<file path="config.mk">
export PLATFORM = sky130hd
export DESIGN_NAME = fpu_issue_ctrl
export DESIGN_NICKNAME = d
export VERILOG_FILES = /design/src/rtl/fpu_issue_ctrl.sv
export SDC_FILE = /design/constraint.sdc
export NUM_CORES = 1
export LEC_CHECK = 0
export CAP_MARGIN = 40
export CORE_ASPECT_RATIO = 1.25
export CORE_MARGIN = 2
export CORE_UTILIZATION = 45
export DETAILED_ROUTE_END_ITERATION = 10
export PLACE_DENSITY_LB_ADDON = 0.1
export REMOVE_ABC_BUFFERS = 1
export SYNTH_ARGS = -nofsm -noshare
export SYNTH_HDL_FRONTEND = slang
export SYNTH_SLANG_ARGS = --single-unit
</file>
<file path="constraint.sdc">
create_clock -name clk -period 4.9 [get_ports clk]
set_input_delay 0.735 -clock clk [delete_from_list [all_inputs] [get_ports clk]]
set_output_delay 0.735 -clock clk [all_outputs]
set_load 0.05 [all_outputs]
</file>
<file path="src/rtl/fpu_issue_ctrl.sv">
// fpu_issue_ctrl: single-slot FPU issue stage with a 32-entry write scoreboard
// and an in-flight op counter.
// Optional feature: define FPU_SB_BYPASS_EN to let a same-cycle writeback
// clear a scoreboard hazard, so a dependent op is accepted in the writeback
// cycle instead of one cycle later.
//
// Handshakes: a transfer happens on a rising clk edge where valid && ready
// are both high. Valid never depends on the matching ready in the same
// cycle, and once valid is raised the payload holds until the transfer
// (or a flush of the issue slot).
module fpu_issue_ctrl #(
   parameter int MAX_INFLIGHT = 4,
   parameter int OP_W         = 4
) (
   input  logic            clk,
   input  logic            rst,
   input  logic            id_valid,
   input  logic [OP_W-1:0] id_op,
   input  logic [4:0]      id_raddr1,
   input  logic [4:0]      id_raddr2,
   input  logic            id_we,
   input  logic [4:0]      id_waddr,
   output logic            id_ready,
   input  logic            flush,
   output logic            iss_valid,
   output logic [OP_W-1:0] iss_op,
   output logic [4:0]      iss_raddr1,
   output logic [4:0]      iss_raddr2,
   output logic            iss_we,
   output logic [4:0]      iss_waddr,
   input  logic            iss_ready,
   input  logic            wb_valid,
   input  logic            wb_we,
   input  logic [4:0]      wb_addr,
   output logic [31:0]     pending,
   output logic            busy,
   output logic            dbg_slot_state
);

   localparam logic       ST_EMPTY = 1'b0;
   localparam logic       ST_FULL  = 1'b1;
   localparam logic [3:0] MAX_INF  = 4'(MAX_INFLIGHT);

   logic            r_state;
   logic [OP_W-1:0] r_op;
   logic [4:0]      r_raddr1;
   logic [4:0]      r_raddr2;
   logic            r_we;
   logic [4:0]      r_waddr;
   logic [3:0]      r_inflight;
   logic [31:0]     r_pending;

   logic [31:0]     w_wb_clr;
   logic [31:0]     w_pend_chk;
   logic [31:0]     w_pend_set;
   logic [31:0]     w_flush_clr;
   logic            w_hazard;
   logic            w_iss_valid;
   logic            w_fire;
   logic            w_id_ready;
   logic            w_accept;
   logic            w_flush_drop;

   // Hazard detection, handshake and slot/scoreboard update terms
   always_comb begin
      w_wb_clr = '0;
      if (wb_valid && wb_we) w_wb_clr = 32'd1 << wb_addr;
`ifdef FPU_SB_BYPASS_EN
      w_pend_chk = r_pending & ~w_wb_clr;
`else
      w_pend_chk = r_pending;
`endif
      w_hazard     = w_pend_chk[id_raddr1] | w_pend_chk[id_raddr2] |
                     (id_we & w_pend_chk[id_waddr]);
      w_iss_valid  = (r_state == ST_FULL) && (r_inflight < MAX_INF);
      w_fire       = w_iss_valid && iss_ready;
      w_id_ready   = !w_hazard && !flush && ((r_state == ST_EMPTY) || w_fire);
      w_accept     = id_valid && w_id_ready;
      // A flush only drops an op that is not leaving this cycle
      w_flush_drop = flush && (r_state == ST_FULL) && !w_fire;
      w_pend_set   = '0;
      if (w_accept && id_we) w_pend_set = 32'd1 << id_waddr;
      w_flush_clr  = '0;
      if (w_flush_drop && r_we) w_flush_clr = 32'd1 << r_waddr;
   end

   // Issue slot state and payload registers
   always_ff @(posedge clk) begin
      if (rst) begin
         r_state  <= ST_EMPTY;
         r_op     <= '0;
         r_raddr1 <= '0;
         r_raddr2 <= '0;
         r_we     <= 1'b0;
         r_waddr  <= '0;
      end else if (w_accept) begin
         r_state  <= ST_FULL;
         r_op     <= id_op;
         r_raddr1 <= id_raddr1;
         r_raddr2 <= id_raddr2;
         r_we     <= id_we;
         r_waddr  <= id_waddr;
      end else if (w_fire || w_flush_drop) begin
         r_state  <= ST_EMPTY;
      end
   end

   // Scoreboard: a set from a new accept wins over any clear of the same bit
   always_ff @(posedge clk) begin
      if (rst) r_pending <= '0;
      else     r_pending <= (r_pending & ~w_wb_clr & ~w_flush_clr) | w_pend_set;
   end

   // In-flight counter; a stray writeback at zero leaves it at zero
   always_ff @(posedge clk) begin
      if (rst) begin
         r_inflight <= '0;
      end else if (w_fire && !wb_valid) begin
         r_inflight <= r_inflight + 4'd1;
      end else if (!w_fire && wb_valid && (r_inflight != 4'd0)) begin
         r_inflight <= r_inflight - 4'd1;
      end
   end

   a_wb_underflow: assert property (@(posedge clk) disable iff (rst)
      !(wb_valid && (r_inflight == 4'd0)));

   assign id_ready       = w_id_ready;
   assign iss_valid      = w_iss_valid;
   assign iss_op         = r_op;
   assign iss_raddr1     = r_raddr1;
   assign iss_raddr2     = r_raddr2;
   assign iss_we         = r_we;
   assign iss_waddr      = r_waddr;
   assign pending        = r_pending;
   assign busy           = (r_state == ST_FULL) || (r_inflight != 4'd0);
   assign dbg_slot_state = r_state;

endmodule

</file>
# Word level (Yosys, flattened, before mapping)
# Cells that the tools add are included.
# W data, S select, Z words.
# classes
n_lt_le_gt_ge	4
muxes	13
n_bitwise	9
n_shift	3
addsub	2
reduce_logical	23
# ops
operator	n
$mux W32	3
$shl A1 B5 Y32 const A	3
$and A32 B32 Y32	2
$not A32 Y32	2
$or A32 B32 Y32	1
$lt A5 B6 Y1 const B	3
$bmux W1 S5	3
$logic_and A1 B1 Y1	13
$mux W4	2
$mux W1	5
$add A4 B1 Y4 const B	1
$logic_not A1 Y1	4
$lt A4 B3 Y1 const B	1
$reduce_bool A2 Y1	2
$reduce_bool A4 Y1	1
$sub A4 B1 Y4 const B	1
$logic_or A1 B1 Y1	3
$or A1 B1 Y1	2
$and A1 B1 Y1	1
$not A1 Y1	1
# totals
output_inout_bits	56
in_bits	32
register_bits	57
word_cells	62

# Logic depth before layout (Yosys ltp)
# logic_depth
ltp_word	11
depth_mapped	11
mapped_depth_nobuf	11

# Worst setup path before layout
# Ideal clock, no wire load.
# synth_path
kind	input -> output
from	input id_waddr[1]
to	output id_ready
slack_ps	1539
cell_stages	6
required_time_ps	4165
t_arrival_ps	2626
path_buffers	1
path_cell_list	buf_2 > mux4_2 > mux4_2 > o21a_1 > o21ai_2 > and3_1
# synth_via
elab_chain_len	7
# synth_lines
item	line	source
start, declared	22	input logic [4:0] id_waddr,
$bmux W1 S5	74	(id_we & w_pend_chk[id_waddr]);
$mux W1 (implied by the code)	74	
$and A1 B1 Y1	74	
$or A1 B1 Y1	73	w_hazard = w_pend_chk[id_raddr1] | w_pend_chk[id_raddr2] |
$logic_not A1 Y1	77	w_id_ready = !w_hazard && !flush && ((r_state == ST_EMPTY) || w_fire);
$logic_and A1 B1 Y1 (2 in series)	77	
end, declared	23	output logic id_ready,
# No other way between the ends. The select of a mux whose other input is x is not followed.

# Worst setup path after layout
# layout_path
from	input id_raddr1[0]
to	output id_ready
# layout_via
elab_chain_len	7
# layout_lines
item	line	source
start, declared	19	input logic [4:0] id_raddr1,
$bmux W1 S5	73	
$mux W1 (implied by the code)	73	
$or A1 B1 Y1 (2 in series)	73	
$logic_not A1 Y1	77	
$logic_and A1 B1 Y1 (2 in series)	77	
# No other way between the ends. The select of a mux whose other input is x is not followed.

==> flow_summary.yaml <==
global_routing:
  antenna_found_initial: 0
  grt_pass1_vias: 3850
  grt_overflow: 0
  grt_pass1_wl_um: 20770
  grt_max_degree: 41
  grt_usage_pct: 29.35
logic_synthesis:
  synth_edf_count: 0
  synth_top_area_share_pct: 29.77
  synth_async_sr_flop_share_pct: 0
  netlist_area_mm2: 0.003832
  synth_cells: 411
  yosysTopAreaCell: "dfxtp_1"
  yosys_warnings: 0
  avgSynthCellArea_um2: 9.325
  yosysSeqAreaShare_pct: 29.77
  synth_seq_cells: 57
  netlist_top_cells_area: "dfxtp_1, mux4_2, mux2i_1"
  ys_types: 57
  synth_ff_type: "dfxtp_1"
cts:
  cts_tree: "yes"
  cts_root_buffer: "clkbuf_8"
  clock-sinks: 57
  cts_setup_buffers: 0
  path_clk_slew_ns: 0.07
  htreeDepth: 3
  clk_path_buf_depth: 2
  insertion_delay_ns: 0.34
  cts-resized-gates: 0
  hold_buffers: 0
  tritoncts.num_buffers: 9
floorplanning:
  die_area_mm2: 0.009275
  pin_count: 88
  initial_core_util_pct: 46.51
  num_rows: 37
  die_h_um: 107.2
  die_w_um: 86.54
  coreArea_mm2: 0.008240
cells_and_area:
  antenna_cells: 0
  multi_input_area_mm2: 0.002514
  drive_above_1_share_pct: 14.14
  fillerInstances: 742
  final_nets: 518
  finalInstanceArea_mm2: 0.004901
  area_growth_pct: 27.88
  final_cell_count_no_fill: 585
  fin_util_pct: 59.47
  regArea_mm2: 0.001141
power:
  total_leakage_power_nw: 1.731
  vdd.ir_drop.worst_mv: 0.1774
  power.total_mw: 1.341
  power_density_mw_per_mm2: 273.6
critical_path:
  ff2ff_setup_slack_ns: 2.22
  path_depth: 7
  slowest_stage: "clkdlybuf4s50_1"
  path_buf_inv: 2
  path_delay_family: "buffers and inverters"
  max_stage_delay_ns: 0.88
  r2r_cells: 6
  critPathLaunchType: "primary input"
  cp.required_ns: 4.16
  crit_type: "in -> out"
  setup.worst_path.end_class: "primary output"
  r2r_start: "pending[1]$_SDFF_PP0_"
  critPathArrivalTime_ns: 3.33
  cp_max_fo: 11
  cp_cell_sequence: "clkdlybuf4s50_1 -> mux4_2 -> nand3b_1 -> a41oi_1 -> nor4b_2 -> and3_1 -> buf_4"
  critical_path.startpoint: "id_raddr1[0]"
worst_hold_path:
  min_from: "iss_raddr1[2]$_SDFFE_PP0P_"
  hp-class: "reg -> reg"
  whs_path_depth: 2
sta:
  finalHoldViolCount: 0
  worst_slack_ns: 0.8367
  tns_ns: 0
  slew_violations: 0
  post-route-period-util_pct: 82.93
  rsz0062_at_grt: "false"
  tightest_slew_ns: 0.6707
  finalSetupViolCount: 0
  period_needed_ns: 4.063
  max_freq_mhz: 246.1
  fin_skew_ns: 0.01257
  fin_hold_ws_ns: 0.4591
  slew_headroom_pct: 55.15
placed_design:
  place_area_mm2: 0.004705
  dp_hpwl_um: 9707
  placedCellCount: 569
  place_ws_ns: 0.8241
  gp_congestion: 0.9848
  port_buffers: 87
drt:
  ant_nets: 0
  drc: 0
  postRouteWirelength_um: 13130
  wire_per_inst_um: 22.45
  drt_iter0_drc: 304
  vias_per_cell: 6.542
  drtPass1Iterations: 5
  vias: 3827
flow_run:
  cap_viol_max_count: 0
status:
  status: "completed"
power by group:
part	switching [mW]	internal, mW
clock	0.205	0.247
combinational	0.220	0.149
sequential	0.0305	0.489
total	0.456	0.885
layout by cell type (no fill, tap or decap), types with 7 or more instances in the layout:
cell,n
or3_1,14
nor2_1,26
buf_4,7
a21o_1,7
clkbuf_8,10
o2111ai_1,12
nor2b_1,9
dfxtp_1,57
nand2_1,69
mux4_2,25
o41ai_1,10
a221oi_1,10
or2_2,9
nor3_1,11
nand2b_1,8
clkdlybuf4s50_1,86
nand3_1,7
mux2i_1,27
cell usage after synthesis, drive strengths merged (7+ instances only):
cell	number
nand3	7
nor2	26
or2	9
mux2i	28
a221oi	10
clkbuf	22
nand2	69
buf	10
mux4	25
o41ai	13
nor3	11
dfxtp	57
nand2b	8
a21o	7
o2111ai	12
or3	14
nor2b	9
path summary, 6_finish.rpt:
check / to
worst max register to register: pending[16]$_SDFF_PP0_
worst min-delay path: iss_raddr1[2]$_SDFFE_PP0P_
worst max-delay path: id_ready
worst min register to register: iss_raddr1[2]$_SDFFE_PP0P_
registers in the layout, summed over array words and instances, names as in the netlist:
| signal | cells |
|---|---|
| r_inflight | 4 |
| pending | 32 |
| iss_waddr | 5 |
| iss_op | 4 |
| iss_raddr2 | 5 |
| dbg_slot_state | 1 |
| iss_we | 1 |
| iss_raddr1 | 5 |
layout make-up:
| cell class | count | share of cell area [%] |
|---|---|---|
| clock inverters | 5 | 1.123 |
| inverters | 4 | 0.3064 |
| flip-flops and latches | 57 | 23.28 |
| well taps | 97 | 2.476 |
| multi-input cells | 318 | 51.29 |
| repair buffers | 93 | 18.64 |
| clock buffers | 11 | 2.885 |
per-layer routing:
| metal | vias to the layer above | wire length [um] | track usage (%) |
|---|---|---|---|
| met5 | - | 0 | 0 |
| li1 | 1728 | - | - |
| met1 | 1842 | 5282 | 36.69 |
| met3 | 34 | 954 | 5.851 |
| met4 | 0 | 465 | 13.73 |
| met2 | 223 | 6431 | 48.19 |
tightest hold or removal path, delay by kind of cell, from the launching register on:
kind | cells | cell delay (ns)
mux | 1 | 0.05
simple gates | 1 | 0.05
flops | 1 | 0.31
cell families after synthesis:
group           after synthesis  synth area share, %
fa+ha+maj                     3                1.175
flops                        57                29.77
buf+inv                      36                4.636
mux                          54                22.40
xor+xnor                      3               0.6857
simple gates                180                24.00
compound gates               78                17.34
(Power assumes the default switching activity.)
